`src/rtl/apb_slave_pkg.sv`:
```
// Shared types and helpers for the APB register-file slave.
//   apb_state_e  : transfer FSM state
//   clog2_min1   : index width helper that never returns 0
//   strb_merge   : byte-lane merge of write data into an old word
// Helpers work on a fixed maximum width; callers cast in and out.
package apb_slave_pkg;

  typedef enum logic [1:0] {
    IDLE = 2'd0,
    WAIT = 2'd1,
    RESP = 2'd2
  } apb_state_e;

  localparam int MAX_DATA_W = 1024;
  localparam int MAX_STRB_W = MAX_DATA_W / 8;

  function automatic int clog2_min1(input int n);
    return (n <= 1) ? 1 : $clog2(n);
  endfunction

  function automatic logic [MAX_DATA_W-1:0] strb_merge(
    input logic [MAX_DATA_W-1:0] old_v,
    input logic [MAX_DATA_W-1:0] wdata,
    input logic [MAX_STRB_W-1:0] strb
  );
    logic [MAX_DATA_W-1:0] r;
    r = old_v;
    for (int b = 0; b < MAX_STRB_W; b++)
      if (strb[b]) r[b*8 +: 8] = wdata[b*8 +: 8];
    return r;
  endfunction

endpackage

```
`src/rtl/apb_regfile_slave_decode.sv`:
```
// Combinational address decode for the APB register file.
//   addr  : byte address being decoded
//   write : access direction (writes to read-only entries are errors)
//   idx   : word index relative to BASE_ADDR (valid only when err=0)
//   err   : below base, beyond last register, misaligned, or RO write
module apb_addr_decode
  import apb_slave_pkg::*;
#(
  parameter int                ADDR_W    = 32,
  parameter int                NUM_REGS  = 8,
  parameter int                IDX_W     = 3,
  parameter logic [ADDR_W-1:0] BASE_ADDR = ADDR_W'(32'hA000),
  parameter logic [NUM_REGS-1:0] RO_MASK = '0
)(
  input  logic [ADDR_W-1:0] addr,
  input  logic              write,
  output logic [IDX_W-1:0]  idx,
  output logic              err
);

  logic [ADDR_W-1:0] off;
  logic [ADDR_W-1:0] word;
  logic              hit;
  logic              ro;

  always_comb begin
    off  = addr - BASE_ADDR;
    word = off >> 2;
    idx  = word[IDX_W-1:0];
    hit  = 1'b0;
    ro   = 1'b0;
    // Compare the full-width word index so addresses far past the
    // register block cannot alias onto a low index.
    for (int i = 0; i < NUM_REGS; i++) begin
      if (word == ADDR_W'(i)) begin
        hit = 1'b1;
        ro  = RO_MASK[i];
      end
    end
    err = (addr < BASE_ADDR) || !hit || (addr[1:0] != 2'b00) || (write && ro);
  end

endmodule

```
`src/rtl/apb_regfile_slave.sv`:
```
// APB4 register-file slave: NUM_REGS word registers at BASE_ADDR with
// byte-strobe writes, WAIT_STATES extra access cycles, error responses
// and per-register read-only mapping.
//   pclk, preset          : clock, async active-high reset
//   psel_i..pstrb_i       : APB request
//   prdata_o, pready_o,
//   pslverr_o             : APB response (all registered)
//   reg_q_o               : committed RW register contents (RO slots read 0)
//   ro_d_i                : hardware values returned for RO registers
//   wr_pulse_o            : one-cycle pulse per successful register write
module apb_regfile_slave
  import apb_slave_pkg::*;
#(
  parameter int                  ADDR_W      = 32,
  parameter int                  DATA_W      = 32,
  parameter int                  NUM_REGS    = 8,
  parameter logic [ADDR_W-1:0]   BASE_ADDR   = ADDR_W'(32'hA000),
  parameter int                  WAIT_STATES = 0,
  parameter logic [NUM_REGS-1:0] RO_MASK     = '0
)(
  input  logic                         pclk,
  input  logic                         preset,
  input  logic                         psel_i,
  input  logic                         penable_i,
  input  logic [ADDR_W-1:0]            paddr_i,
  input  logic                         pwrite_i,
  input  logic [DATA_W-1:0]            pwdata_i,
  input  logic [DATA_W/8-1:0]          pstrb_i,
  output logic [DATA_W-1:0]            prdata_o,
  output logic                         pready_o,
  output logic                         pslverr_o,
  output logic [NUM_REGS*DATA_W-1:0]   reg_q_o,
  input  logic [NUM_REGS*DATA_W-1:0]   ro_d_i,
  output logic [NUM_REGS-1:0]          wr_pulse_o
);

  localparam int         STRB_W = DATA_W / 8;
  localparam int         IDX_W  = clog2_min1(NUM_REGS);
  localparam logic [3:0] WS     = 4'(WAIT_STATES);

  apb_state_e                    state;
  logic [ADDR_W-1:0]             addr_q;
  logic                          write_q;
  logic [DATA_W-1:0]             wdata_q;
  logic [STRB_W-1:0]             strb_q;
  logic [3:0]                    cnt;
  logic [NUM_REGS-1:0][DATA_W-1:0] regs;

  logic              setup;
  logic              resp_enter;
  logic              commit;
  logic [ADDR_W-1:0] dec_addr;
  logic              dec_write;
  logic [IDX_W-1:0]  idx;
  logic              err;
  logic [DATA_W-1:0] rd_word;

  assign setup = (state == IDLE) && psel_i && !penable_i;

  // With zero wait states the response is loaded on the same edge that
  // latches the request, so decode the live bus while idle.
  assign dec_addr  = (state == IDLE) ? paddr_i  : addr_q;
  assign dec_write = (state == IDLE) ? pwrite_i : write_q;

  apb_addr_decode #(
    .ADDR_W    (ADDR_W),
    .NUM_REGS  (NUM_REGS),
    .IDX_W     (IDX_W),
    .BASE_ADDR (BASE_ADDR),
    .RO_MASK   (RO_MASK)
  ) u_dec (
    .addr  (dec_addr),
    .write (dec_write),
    .idx   (idx),
    .err   (err)
  );

  assign resp_enter = (setup && (WS == 4'd0)) ||
                      ((state == WAIT) && psel_i && (cnt == 4'd1));
  assign commit     = (state == RESP) && psel_i && write_q && !err;

  always_comb begin
    rd_word = '0;
    for (int i = 0; i < NUM_REGS; i++)
      if (idx == IDX_W'(i))
        rd_word = RO_MASK[i] ? ro_d_i[i*DATA_W +: DATA_W] : regs[i];
  end

  for (genvar g = 0; g < NUM_REGS; g++) begin : g_q
    assign reg_q_o[g*DATA_W +: DATA_W] = RO_MASK[g] ? '0 : regs[g];
  end

  always_ff @(posedge pclk or posedge preset) begin
    if (preset) begin
      state      <= IDLE;
      addr_q     <= '0;
      write_q    <= 1'b0;
      wdata_q    <= '0;
      strb_q     <= '0;
      cnt        <= '0;
      regs       <= '0;
      prdata_o   <= '0;
      pready_o   <= 1'b0;
      pslverr_o  <= 1'b0;
      wr_pulse_o <= '0;
    end else begin
      // Response outputs live for exactly the RESP cycle.
      pready_o   <= 1'b0;
      pslverr_o  <= 1'b0;
      prdata_o   <= '0;
      wr_pulse_o <= '0;
      if (resp_enter) begin
        pready_o  <= 1'b1;
        pslverr_o <= err;
        prdata_o  <= (!err && !dec_write) ? rd_word : '0;
      end
      case (state)
        IDLE: if (setup) begin
          addr_q  <= paddr_i;
          write_q <= pwrite_i;
          wdata_q <= pwdata_i;
          strb_q  <= pstrb_i;
          cnt     <= WS;
          state   <= (WS == 4'd0) ? RESP : WAIT;
        end
        WAIT: begin
          if (!psel_i)              state <= IDLE;
          else if (cnt == 4'd1)     state <= RESP;
          else                      cnt   <= cnt - 4'd1;
        end
        RESP: begin
          state <= IDLE;
          for (int i = 0; i < NUM_REGS; i++) begin
            if (commit && (idx == IDX_W'(i))) begin
              regs[i]       <= DATA_W'(strb_merge(MAX_DATA_W'(regs[i]),
                                                  MAX_DATA_W'(wdata_q),
                                                  MAX_STRB_W'(strb_q)));
              wr_pulse_o[i] <= 1'b1;
            end
          end
        end
        default: state <= IDLE;
      endcase
    end
  end

endmodule
```
`config.mk`:
```
export PLATFORM = sky130hd
export DESIGN_NAME = apb_regfile_slave
export DESIGN_NICKNAME = d
export VERILOG_FILES = /design/src/rtl/apb_slave_pkg.sv /design/src/rtl/apb_regfile_slave_decode.sv /design/src/rtl/apb_regfile_slave.sv
export SDC_FILE = /design/constraint.sdc
export NUM_CORES = 1
export LEC_CHECK = 0
export BUFFER_PORTS_ARGS = -buffer_cell sky130_fd_sc_hd__buf_2
export CORE_AREA = 3 3 239 241
export DETAILED_ROUTE_END_ITERATION = 8
export DIE_AREA = 0 0 242 244
export GPL_TIMING_DRIVEN = 0
export HOLD_SLACK_MARGIN = 0.1
export SLEW_MARGIN = 20
export SYNTH_ARGS = -nofsm -noshare
export SYNTH_HDL_FRONTEND = slang
export SYNTH_HIERARCHICAL = 1
export SYNTH_SLANG_ARGS = --single-unit
```
`constraint.sdc`:
```
create_clock -name pclk -period 11.1 [get_ports pclk]
set_input_delay 0 -clock pclk [delete_from_list [all_inputs] [get_ports pclk]]
set_output_delay 0 -clock pclk [all_outputs]
set_load 0.03 [all_outputs]
```
# Word level (Yosys, flattened, before mapping)
# Cells that the tools add are included.
# op_classes
add_sub_neg	2
n_lt_le_gt_ge	1
n_eq_ne	21
muxes	39
n_reduce_logical	63
# op_table
cell	count
$mux W32	11
$eq A30 B3 Y1 const B	4
$reduce_and A3 Y1	32
$eq A30 B2 Y1 const B	2
$logic_not A32 Y1	1
$lt A32 B16 Y1 const B	1
$sub A32 B16 Y32 const B	1
$eq A30 B1 Y1 const B	1
$mux W1	19
$logic_and A1 B1 Y1	16
$eq A3 B3 Y1 const B	4
$mux W4	3
$mux W8	1
$pmux W4 S2	1
$eq A3 B2 Y1 const B	2
$mux W2	3
$ne A2 B2 Y1 const B	3
$eq A4 B1 Y1 const B	1
$logic_not A1 Y1	4
$pmux W2 S2	1
$reduce_and A2 Y1	2
$reduce_and A4 Y1	1
$reduce_bool A2 Y1	2
$sub A4 B1 Y4 const B	1
7 further kinds	9
# totals
regBits	373
inputBits	329
wordCells	168

# Logic depth before layout (Yosys ltp)
# depth
depth_word	20
depth_mapped	15
depth_no_buf	12

# By module
# Netlist, hierarchy kept.
# modules_own_cells
module	instances	cells_per_inst	area_each_um2	seq_area_each_um2
apb_regfile_slave	1	1198	16408.2	9208.8
apb_addr_decode	1	38	272.8	0.0

# Least setup slack after synthesis
# OpenSTA, ideal clock, no wires.
# synth_timing
path_kind	register to register
start	reg state[1]
end	reg regs, in the netlist reg_q_o[178]
setup_ps	128
t_arrival_ps	3585
required_ps	10972
setup_slack_ps	7387
path_stages_with_launch	15
period_less_slack_ps	3713
path_cell_list	dfrtp_1 > buf_2 > buf_1 > mux2_2 > inv_1 > ha_1 > nand2b_1 > nand4b_1 > or4_2 > o221ai_1 > nand4_1 > nand4b_4 > nor3_4 > nand2_4 > mux2_1
# synth_between
elab_chain_cells	19
elab_cells_between_ends	32
# synth_rtl
item	line	text
start: declaration	apb_regfile_slave.sv:41	apb_state_e state;
start signal: assignment	apb_regfile_slave.sv:124	state <= (WS == 4'd0) ? RESP : WAIT;
$logic_not A2 Y1 *	apb_regfile_slave.sv:62	assign dec_addr = (state == IDLE) ? paddr_i : addr_q;
$mux W32 *	apb_regfile_slave.sv:62	
net dec_addr[13]	apb_regfile_slave.sv:52	logic [ADDR_W-1:0] dec_addr;
$sub A32 B16 Y32	apb_regfile_slave_decode.sv:27	off = addr - BASE_ADDR;
$logic_not A32 Y1	apb_regfile_slave_decode.sv:35	if (word == ADDR_W'(i)) begin
$mux W1 (8 in a row)	apb_regfile_slave_decode.sv:35	
$logic_not A1 Y1	apb_regfile_slave_decode.sv:40	err = (addr < BASE_ADDR) || !hit || (addr[1:0] != 2'b00) || (write && ro);
$logic_or A1 B1 Y1 * (2 in a row)	apb_regfile_slave_decode.sv:40	
net err	apb_regfile_slave.sv:55	logic err;
$logic_not A1 Y1 *	apb_regfile_slave.sv:80	assign commit = (state == RESP) && psel_i && write_q && !err;
$logic_and A1 B1 Y1 *	apb_regfile_slave.sv:80	
$logic_and A1 B1 Y1 *	apb_regfile_slave.sv:134	if (commit && (idx == IDX_W'(i))) begin
$reduce_and A3 Y1 (no line) *	-	
end signal: indexed assignment	apb_regfile_slave.sv:135	regs[i] <= DATA_W'(strb_merge(MAX_DATA_W'(regs[i]),
end: declaration	apb_regfile_slave.sv:47	logic [NUM_REGS-1:0][DATA_W-1:0] regs;
# The timed path passes the listed nets; every way through them passes the cells marked *.
# A chain may end at the register's enable or synchronous reset.

# Worst setup path in the final report
# layout_timing
start	reg state[1]
end	reg prdata_o[22]
# layout_between
elab_chain_cells	19
elab_cells_between_ends	52
# layout_rtl
item	line	text
$logic_not A2 Y1 *	apb_regfile_slave.sv:62	
$mux W32 *	apb_regfile_slave.sv:62	
net dec_addr[13]	apb_regfile_slave.sv:52	
$sub A32 B16 Y32	apb_regfile_slave_decode.sv:27	
$logic_not A32 Y1	apb_regfile_slave_decode.sv:35	
$mux W1 (8 in a row)	apb_regfile_slave_decode.sv:35	
$logic_not A1 Y1	apb_regfile_slave_decode.sv:40	
$logic_or A1 B1 Y1 * (2 in a row)	apb_regfile_slave_decode.sv:40	
net err	apb_regfile_slave.sv:55	
$logic_not A1 Y1 *	apb_regfile_slave.sv:115	prdata_o <= (!err && !dec_write) ? rd_word : '0;
$logic_and A1 B1 Y1 *	apb_regfile_slave.sv:115	
$mux W32 *	apb_regfile_slave.sv:115	
$mux W32 *	apb_regfile_slave.sv:112	if (resp_enter) begin
end signal: assignment	apb_regfile_slave.sv:115	
end: declaration	apb_regfile_slave.sv:29	output logic [DATA_W-1:0] prdata_o,
# Marked as above.

==> impl_metrics.tcl <==
set metrics [dict create \
    syn_area_mm2 0.01667 \
    drc 0 \
    synthCells 1235 \
    cts_made_buffers 45 \
    ys_warn_count 6 \
    cp_top_family "simple AND/OR/NAND/NOR gates" \
    vdd_ir_drop_max_mv 0.1101 \
    grt.total_usage_pct 23.14 \
    area_growth_pct 31.02 \
    viasPerCell 5.126 \
    die-area_mm2 0.05905 \
    grt_max_degree 87 \
    holdWs_ns 0.1896 \
    gp_congestion 0.8137 \
    crit_type "register to register" \
    cts.repair.resized 0 \
    cts_post_setup_buffers_inserted 0 \
    grt_setup_unrepaired "no" \
    die_y_um 244 \
    layout_min_cycle_time_ns 4.948 \
    syn_area_per_cell_um2 13.50 \
    worstPathRequired_ns 11.58 \
    slew-limit-headroom_pct 21.45 \
    cts.clk_slew.worst_paths_ns 0.06 \
    grt_pass1_wl_mm 98.84 \
    finalHoldViolations 0 \
    nNetsFinal 2060 \
    setup_violations 0 \
    crit_fanout 10 \
    worstHoldPathType "primary input to register" \
    cap_violations 0 \
    powerDensity_mw_per_mm2 152.3 \
    syn-num-nets 1565 \
    firstDrtPassIters 5 \
    critPathMaxStageDelay_ns 0.66 \
    hpwl_mm 48.98 \
    cts_tree "done" \
    worstPathArrival_ns 5.42 \
    post-route-period-util_pct 44.58 \
    tightestPinTransition_ns 1.178 \
    critPathLaunchType "register" \
    clock_tree.root_cell "clkbuf_16" \
    status "finished, final reports clean" \
    clock_sinks 368 \
    power_leakage_nw 11.38 \
    die_w_um 242 \
    layout-drive-gt1-share_pct 51.76 \
    antenna_found_initial 5 \
    cp_slowest_cell "clkbuf_1" \
    rows 86 \
    clock_skew_ns 0.02205 \
    r2r_slack_ns 6.15 \
    grt_overflow_total 0 \
    slew_viol_final 0 \
    clock_latency_ns 0.58 \
    worstSetupEndpointType "register" \
    drtIter0Drc 773 \
    path_buf_inv 4 \
    fin_tns_setup_ns 0 \
    wirelength_mm 69.28 \
    num_vias 12890 \
    io_buffers 370 \
    initial_core_util_pct 30.26 \
    wl_per_cell_um 27.56 \
    fin_total_pwr_mw 3.327 \
    core_mm2 0.05509 \
    pin_count 627 \
    path_cells "buf_2 -> buf_1 -> mux2_2 -> inv_1 -> ha_1 -> nand2b_1 -> nand4b_1 -> or4_2 -> o221ai_1 -> nand4_1 -> nor2_1 -> and2_0 -> clkbuf_1 -> o21ai_0 -> a21oi_1" \
    ant_nets 0 \
    max_freq_mhz 202.1 \
    clockBufferDepth 3 \
    final_util_pct 39.64 \
    grt_pass1_vias 13590 \
    h-tree-depth 2 \
]
==> sequential cells by signal, summed over array words and instances, names as in the netlist <==
name and flops:
reg_q_o 256, write_q 1, strb_q 4, addr_q 32, wr_pulse_o 8, pready_o 1
state 1, wdata_q 32, prdata_o 32, pslverr_o 1
==> metal layers <==
| layer | GRT usage (%) | vias up | routed length (um) |
|---|---|---|---|
| met3 | 5.077 | 112 | 4762 |
| met1 | 30.24 | 6722 | 29670 |
| met5 | 0 | - | 0 |
| met4 | 6.807 | 0 | 1896 |
| li1 | - | 5553 | - |
| met2 | 38.61 | 499 | 32950 |
==> report_power, final <==
part / total [mW] / internal, mW / switching, mW / leakage [nW]
clock: 1.52 / 0.917 / 0.607 / 0.741
combinational: 0.353 / 0.132 / 0.221 / 5.65
sequential: 1.45 / 1.39 / 0.0635 / 4.99
==> through the flow <==
stage               instance area (um^2)  setup slack [ns]  instances
floorplan                          16670            0.8828       1235
global placement                   19460            -3.353       2353
detailed placement                 19580             6.055       2357
CTS                                21840             6.038       2512
global route                       21840             5.692       2514
finish                             21840             6.152       2514
==> cell type report <==
class                   instances  area (um^2)
fillers                      5364        33250
flip-flops and latches        368         9209
multi-input cells             788         7074
repair buffers                448         2703
clock buffers                  65         1314
well taps                     748        935.9
plain buffers                  70        355.3
clock inverters                16        203.9
inverters                       9        41.29
diodes                          2        5.005
==> worst paths after layout <==
path / startpoint / end / cells past startpoint
min in group asynchronous: preset / wdata_q[29]$_DFFE_PP0P_ / 4
setup reg to reg: state[1]$_DFFE_PP0P_ / prdata_o[22]$_DFF_PP0_ / 15
max in group asynchronous: preset / wr_pulse_o[5]$_DFF_PP0_ / 6
hold reg to reg: addr_q[31]$_DFFE_PP0P_ / addr_q[31]$_DFFE_PP0P_ / 1
hold / removal: pwdata_i[11] / wdata_q[11]$_DFFE_PP0P_ / 3
setup / recovery: state[1]$_DFFE_PP0P_ / prdata_o[22]$_DFF_PP0_ / 15
==> worst min-delay path, delay by kind of cell <==
family | cells | cell delay (ns)
buf+inv | 2 | 0.61
mux | 1 | 0.12
==> what timing repair did <==
| item | 4_1_cts | 5_1_grt |
|---|---|---|
| hold endpoints to repair | 358 | 0 |
| endpoints found under the setup margin | 0 | 0 |
| hold buffers | 74 | 0 |
==> placed cells by master, fill, tap and decap left out, types with 8 or more instances in the layout <==
master / instances
buf_2: 399
dfrtp_1: 368
mux2_2: 345
dlygate4sd3_1: 74
o21ai_0: 70
clkbuf_16: 47
nand2_1: 39
clkbuf_1: 33
a21oi_1: 33
nor2_1: 31
nand2_2: 30
mux2i_1: 30
mux2_1: 20
a22oi_1: 19
o22ai_1: 17
and3b_1: 17
and4b_1: 16
a221oi_1: 16
and4bb_2: 15
buf_4: 10
nor4_2: 10
nor4_1: 8
No activity file was read; power rests on OpenSTA's default activity.
